**src/rtl/jt900h_pkg.sv**
```systemverilog
// Shared definitions for the jt900h instruction prefetcher.
//   state_t : prefetch FSM encoding (FLUSH after reset/jump, FETCH otherwise)
//   FW      : width of the per-cycle retired-byte count (0..4)
package jt900h_pkg;

   typedef enum logic [0:0] {
      FLUSH = 1'b0,
      FETCH = 1'b1
   } state_t;

   localparam int unsigned FW = 3;

endpackage

```
**src/rtl/jt900h_bytefifo.sv**
```systemverilog
// Circular byte queue for the jt900h prefetcher.
// Accepts 0..2 bytes per cycle (low byte first) and retires 0..4 bytes per cycle.
// Ports:
//   clk, rst   clock, asynchronous active-high reset
//   cen        clock enable; nothing changes while low
//   flush      empty the queue and zero both pointers (wins over wr/rd)
//   wr_n       bytes to append this cycle (0..2), taken from wr_data[7:0] then [15:8]
//   rd_n       bytes to retire this cycle (0..4), must not exceed count
//   dout       head bytes 0..3, byte0 in [7:0]; bytes past count read as 0
//   count      number of valid bytes (0..QD)
module jt900h_bytefifo #(
   parameter int unsigned QD = 8
) (
   input  logic                       clk,
   input  logic                       rst,
   input  logic                       cen,
   input  logic                       flush,
   input  logic [1:0]                 wr_n,
   input  logic [15:0]                wr_data,
   input  logic [2:0]                 rd_n,
   output logic [31:0]                dout,
   output logic [$clog2(QD+1)-1:0]    count
);

   localparam int unsigned PW = $clog2(QD);
   localparam int unsigned CW = $clog2(QD + 1);

   logic [7:0]    mem [QD];
   logic [PW-1:0] rd_ptr_q, wr_ptr_q;
   logic [CW-1:0] cnt_q;

   always_ff @(posedge clk or posedge rst) begin
      if (rst) begin
         rd_ptr_q <= '0;
         wr_ptr_q <= '0;
         cnt_q    <= '0;
      end else if (cen) begin
         if (flush) begin
            rd_ptr_q <= '0;
            wr_ptr_q <= '0;
            cnt_q    <= '0;
         end else begin
            rd_ptr_q <= rd_ptr_q + PW'(rd_n);
            wr_ptr_q <= wr_ptr_q + PW'(wr_n);
            cnt_q    <= cnt_q - CW'(rd_n) + CW'(wr_n);
         end
      end
   end

   // Storage needs no reset: bytes beyond count are masked on the read side.
   always_ff @(posedge clk) begin
      if (cen && !flush) begin
         if (wr_n != 2'd0) mem[wr_ptr_q] <= wr_data[7:0];
         if (wr_n == 2'd2) mem[wr_ptr_q + PW'(1)] <= wr_data[15:8];
      end
   end

   always_comb begin
      dout = '0;
      for (int i = 0; i < 4; i++) begin
         if (CW'(i) < cnt_q) dout[8*i +: 8] = mem[rd_ptr_q + PW'(i)];
      end
   end

   assign count = cnt_q;

endmodule

```
**src/rtl/jt900h_prefetch.sv**
```systemverilog
// Instruction prefetcher: reads aligned 16-bit words ahead of execution into a byte
// queue and presents the next four opcode bytes to the decoder.
// Optional build macro JT900H_PREFETCH_CHK_EN adds a sticky underrun flag on ovf.
// Ports:
//   clk, rst            clock, asynchronous active-high reset
//   cen                 clock enable
//   jmp, jmp_addr       flush queue and restart fetch at jmp_addr (may be odd)
//   ram_addr, ram_cs    even read address and read request
//   ram_dout, ram_ok    read data ([7:0] = even byte) and its one-cycle valid strobe
//   fetched             bytes retired by the consumer this cycle (0..4)
//   dout, avail, pc     head bytes, valid count min(count,4), address of dout[7:0]
//   ovf                 underrun flag (0 unless JT900H_PREFETCH_CHK_EN)
module jt900h_prefetch
   import jt900h_pkg::*;
#(
   parameter int unsigned QD = 8,
   parameter int unsigned AW = 24
) (
   input  logic          clk,
   input  logic          rst,
   input  logic          cen,
   input  logic          jmp,
   input  logic [AW-1:0] jmp_addr,
   output logic [AW-1:0] ram_addr,
   output logic          ram_cs,
   input  logic [15:0]   ram_dout,
   input  logic          ram_ok,
   input  logic [FW-1:0] fetched,
   output logic [31:0]   dout,
   output logic [2:0]    avail,
   output logic [AW-1:0] pc,
   output logic          ovf
);

   localparam int unsigned CW = $clog2(QD + 1);

   state_t        state_q, state_d;
   logic [AW-1:0] addr_q, addr_d;
   logic [AW-1:0] pc_q, pc_d;
   logic          skip_q, skip_d;

   logic [CW-1:0] count, ret_n, free_after;
   logic          take;
   logic [1:0]    wr_n;
   logic [2:0]    rd_n;
   logic [15:0]   wr_data;

   // Retire no more than is actually queued.
   assign ret_n      = (CW'(fetched) > count) ? count : CW'(fetched);
   // Requesting only with two free slots keeps count from ever exceeding QD.
   assign free_after = CW'(QD) - (count - ret_n);
   assign ram_cs     = (state_q == FETCH) && (free_after >= CW'(2));
   assign take       = ram_cs && ram_ok && !jmp;

   // After an odd jump the even byte of the first word is not part of the program stream.
   assign wr_n    = take ? (skip_q ? 2'd1 : 2'd2) : 2'd0;
   assign wr_data = skip_q ? {8'h00, ram_dout[15:8]} : ram_dout;
   assign rd_n    = jmp ? 3'd0 : ret_n[2:0];

   jt900h_bytefifo #(
      .QD (QD)
   ) u_fifo (
      .clk     (clk),
      .rst     (rst),
      .cen     (cen),
      .flush   (jmp),
      .wr_n    (wr_n),
      .wr_data (wr_data),
      .rd_n    (rd_n),
      .dout    (dout),
      .count   (count)
   );

   always_comb begin
      state_d = state_q;
      addr_d  = addr_q;
      skip_d  = skip_q;
      pc_d    = pc_q;
      if (jmp) begin
         state_d = FLUSH;
         addr_d  = {jmp_addr[AW-1:1], 1'b0};
         skip_d  = jmp_addr[0];
         pc_d    = jmp_addr;
      end else begin
         state_d = FETCH;
         pc_d    = pc_q + AW'(ret_n);
         if (take) begin
            addr_d = addr_q + AW'(2);
            skip_d = 1'b0;
         end
      end
   end

   always_ff @(posedge clk or posedge rst) begin
      if (rst) begin
         state_q <= FLUSH;
         addr_q  <= '0;
         skip_q  <= 1'b0;
         pc_q    <= '0;
      end else if (cen) begin
         state_q <= state_d;
         addr_q  <= addr_d;
         skip_q  <= skip_d;
         pc_q    <= pc_d;
      end
   end

   assign ram_addr = addr_q;
   assign pc       = pc_q;
   assign avail    = (count >= CW'(4)) ? 3'd4 : count[2:0];

`ifdef JT900H_PREFETCH_CHK_EN
   logic ovf_q;

   always_ff @(posedge clk or posedge rst) begin
      if (rst) begin
         ovf_q <= 1'b0;
      end else if (cen && !jmp && (CW'(fetched) > count)) begin
         ovf_q <= 1'b1;
      end
   end

   assign ovf = ovf_q;
`else
   assign ovf = 1'b0;
`endif

endmodule

```
**config.mk**
```make
export PLATFORM = sky130hd
export DESIGN_NAME = jt900h_prefetch
export DESIGN_NICKNAME = d
export VERILOG_FILES = /design/src/rtl/jt900h_pkg.sv /design/src/rtl/jt900h_bytefifo.sv /design/src/rtl/jt900h_prefetch.sv
export SDC_FILE = /design/constraint.sdc
export NUM_CORES = 1
export LEC_CHECK = 0
export ABC_AREA = 1
export CELL_PAD_IN_SITES_DETAIL_PLACEMENT = 0
export CELL_PAD_IN_SITES_GLOBAL_PLACEMENT = 1
export CORE_MARGIN = 3
export CORE_UTILIZATION = 42
export DETAILED_ROUTE_END_ITERATION = 8
export PLACE_DENSITY = 0.93
export RECOVER_POWER = 100
export SYNTH_ARGS = -nofsm -noshare
export SYNTH_HDL_FRONTEND = slang
export SYNTH_SLANG_ARGS = --single-unit
```
**constraint.sdc**
```tcl
create_clock -name clk -period 9.4 [get_ports clk]
set_input_delay 1.41 -clock clk [delete_from_list [all_inputs] [get_ports clk]]
set_output_delay 1.41 -clock clk [all_outputs]
set_load 0.02 [all_outputs]
```
==> metrics list <==
- The flow ran to the end, but the final reports show violations.
- The final reports fail on capacitance limit, slew limit.
* HPWL after detailed placement: about 24,000 um
- Maximum clock frequency: 133 MHz
- Dividing the final minimum period by the clock period gives 0.801.
* Clock insertion delay at the later pin of the skew report: roughly 0.42 ns
- The synthesized design contains 64 enable-type register cells.
- Layout cell share with drive strength beyond 1: 0.0474
- Die width: 156 um
* Critical Path AT: about 7.6 ns
- Entering global routing, the biggest net connects 91 pins.
- TritonCTS clock tree: done
- Count of cell types in the netlist: 47
- Async S/R FF share, synth: 0.480
* Vias per std cell: between 5 and 6
* Cell count after synthesis: about 1,400
- After the first detailed-routing iteration, the DRC count stood at 1,224.
- Worst-margin pin slew: 3.39 ns
- Number of setup buffers added after CTS: 0
- Per-cell routed wire length: around 18 um
- Along the worst hold path, the cell count comes to 2.
- 0 antenna diodes ended up in the layout.
- The number of hold violations in the final report was 0.
- For this run, design rule violations remaining after detail routing come to 0.
- Register area: ~0.0034 mm2
* Layout Skew: between 0.01 and 0.015 ns
- Area of the core: around 0.022 mm2
- The tightest min-delay check is of the register to register type.
- Across every metal layer, demand over resource in global routing totals 0.257.
- After detailed routing, the total wire length is about 32,000 um.
- Setup violations remaining at the end of the flow were counted as 0.
- Total negative setup slack: 0 ns
* Layout Nets: between 1,500 and 2,000
- Number of global-route vias before repair: 8,526
- Antenna violations before repair: 0
- Area added between synthesis and finish: 19.8%
* Power per Cell Area: 273 mW/mm2
* Netlist area before placement: about 0.0095 mm2
- After clock tree synthesis, the clock-pin slew on the worst setup and hold paths is 0.06 ns.
- Clock tree synthesis found a total of ~120 sinks.
* Avg Inst Size Synth: 6.84 um2
* Area of the multi-input gates: 0.00536 mm2
- Number of gates given a new drive strength after cts: 0
* Global placer's final weighted congestion: approximately 0.94
- Yosys warning count: 0
- Flip-flop cell with the highest count after synthesis: sky130_fd_sc_hd__edfxtp_1
- Element type at the critical path start: input pin
- Number of filler instances in the final layout: 2,184
- For this design, the CTS-stage hold fixing added 0 buffers.
- Floorplan die area: about 0.024 mm2
* Sequential power share: 0.254
- Measured along the y axis, the die boundary spans 156 um.
- Routed vias: 9,723
- Row count: between 50 and 60
- The worst setup path is of the input pin to register kind.
* Detailed-router iteration count before antenna repair: 6
- Fraction of the yosys area taken by sequential cells: 0.358
* Setup repair after global routing missed its margin: no
* Global-route wire length before repair: around 49,000 um
- Most common cell in the synthesized netlist: sky130_fd_sc_hd__nand2_1
* Inserted Clock Buffers: 17
- Critical Path Sink Type: register
- In this run the count of I/O pins placed on the die edge is 133.
- Of the total power, the share spent switching nets is 0.473.
* Leakage: 5.09 nW
- Data on the critical path is required at its endpoint by approximately 9.4 ns.
- Portion of synthesized cell area occupied by the leading cell type: 0.225
* Int Power: 1.64 mW
- The share of total power dissipated in the clock network is 0.192.
- The number of placed instances, taps included, is between 1,500 and 2,000.
* Maximum capacitance violations: 2
* Max Slew Vio Count: roughly 150
* Cells taking the most area after synthesis: sky130_fd_sc_hd__nand2_1 (23%), sky130_fd_sc_hd__edfxtp_1 (20%), sky130_fd_sc_hd__dfrtp_1 (16%)
* Effective utilization at floorplan: 0.431
- Max Buffers Root-to-Sink: 2
- Cell chosen for the clock root: sky130_fd_sc_hd__clkbuf_16
* Portion of total power attributed to combinational logic: 0.554
- Number of synthesized register bits: around 120
- During placement, the flow inserted port buffers numbering 130.
* Reported net switching power: roughly 1.5 mW
- CP Max Fanout: 33
- The worst pin sits at a relative slew slack of -1.26.
* Worst-case vdd ir drop: approximately 130 uV
* Count of H-tree levels built during CTS: 4
* Top cells by instance count after synthesis: sky130_fd_sc_hd__nand2_1 (570), sky130_fd_sc_hd__nand3_1 (110), sky130_fd_sc_hd__inv_1 (99)
* Final Instance Count excl. Fillers: approximately 1,800
- Worst-case reg-to-reg path depth: 20
* Antenna Violating Nets Remaining: 0
- Summed over all layers, the global routing overflow is 0.
* Clock period minus worst slack: ~7.5 ns
- Summed over all instances, the cell type with the most area after synthesis is sky130_fd_sc_hd__nand2_1.
per-stage QoR:
step	utilization	total power, mW	instance area (um2)	hold WS (ns)	setup WS [ns]
2_1_floorplan	-	1.92	9500	0.588	4.29
3_3_place_gp	0.494	2.55	10900	0.517	3.36
3_5_place_dp	0.494	2.57	10900	0.528	3.23
4_1_cts	0.519	3.17	11400	0.543	3.27
5_1_grt	0.516	3.33	11400	0.564	1.53
6_report	0.516	3.11	11400	0.541	1.87
layer usage:
| layer | share of wire | vias up | global-route usage |
|---|---|---|---|
| met5 | 0 | - | 0 |
| met4 | 0.015 | 0 | 0.0509 |
| met3 | 0.083 | 42 | 0.0412 |
| met2 | 0.43 | 461 | 0.375 |
| met1 | 0.47 | 4483 | 0.402 |
| li1 | - | 4737 | - |
registers in the layout (all words and copies together), names as in the netlist:
signal           flops
u_fifo.count         4
pc                  24
u_fifo.mem          64
ram_addr            23
state_q              1
u_fifo.wr_ptr_q      3
u_fifo.rd_ptr_q      3
skip_q               1
layout by cell type, fill, tap and decap left out, drive strengths merged:
cell type / Yosys / final
a21oi: 65 / 65
buf: 29 / 2
mux2i: 12 / 12
nand3b: 8 / 8
nand2: 580 / 580
nand4: 8 / 8
clkinv: 0 / 7
xnor2: 14 / 14
nand3: 112 / 112
o21bai: 5 / 5
a211oi: 1 / 1
edfxtp: 64 / 64
clkbuf: 30 / 21
dfrtp: 59 / 59
o21ai: 89 / 89
nor3: 11 / 11
o211ai: 17 / 17
a31oi: 10 / 10
xor2: 7 / 7
conb: 1 / 3
nor2: 97 / 97
o22ai: 11 / 11
and2: 1 / 1
dlygate4sd3: 0 / 85
o21a: 4 / 4
or2: 9 / 9
clkinvlp: 0 / 8
a21boi: 4 / 4
o31ai: 4 / 4
fa: 6 / 6
o221ai: 2 / 2
clkdlybuf4s50: 0 / 45
ha: 22 / 22
inv: 106 / 105
worst paths after layout:
check / from / endpoint / slack, ns
worst min-delay path: ram_addr[23] / ram_addr[23] / 0.54
worst max register to register: u_fifo.count[1] / u_fifo.mem[3][3] / 3.90
min in group asynchronous: rst / pc[20] / 2.73
max in group asynchronous: rst / u_fifo.rd_ptr_q[0] / 4.50
worst min register to register: ram_addr[23] / ram_addr[23] / 0.54
worst max-delay path: cen / u_fifo.mem[3][3] / 1.87
final cells by class:
type                    instances  area share
multi-input cells            1102       0.471
clock inverters                14     0.00880
well taps                     280      0.0308
flip-flops and latches        123       0.299
clock buffers                  18      0.0386
repair buffers                135       0.117
inverters                     106      0.0351
power by group through the flow:
stage / combinational (mW) / clock, mW / sequential (mW)
global route: 1.90 / 0.628 / 0.804
floorplan: 1.09 / 0 / 0.826
CTS: 1.78 / 0.596 / 0.790
finish: 1.72 / 0.596 / 0.789
global placement: 1.75 / 0 / 0.798
detailed placement: 1.77 / 0 / 0.800
worst max-delay path, stage by stage:
cell and delay [ns]:
sky130_fd_sc_hd__dlygate4sd3_1 0.52, sky130_fd_sc_hd__clkbuf_1 1.08, sky130_fd_sc_hd__inv_1 0.89, sky130_fd_sc_hd__nor2_1 1.25, sky130_fd_sc_hd__nand4_1 0.74, sky130_fd_sc_hd__nor2_4 0.56
sky130_fd_sc_hd__inv_1 0.14, sky130_fd_sc_hd__o21ai_0 0.94
cells by family (layout without fill, tap and decap cells):
logic type,count (synthesis),count (layout),share of synthesized area
compound gates,212,212,0.125
xor+xnor,21,21,0.0202
fa+ha+maj,28,28,0.0416
buf+inv,165,273,0.0738
flops,123,123,0.358
mux,12,12,0.0127
other cells,1,3,0.000395
simple gates,826,826,0.369
Power figures use the tool's default switching activity.
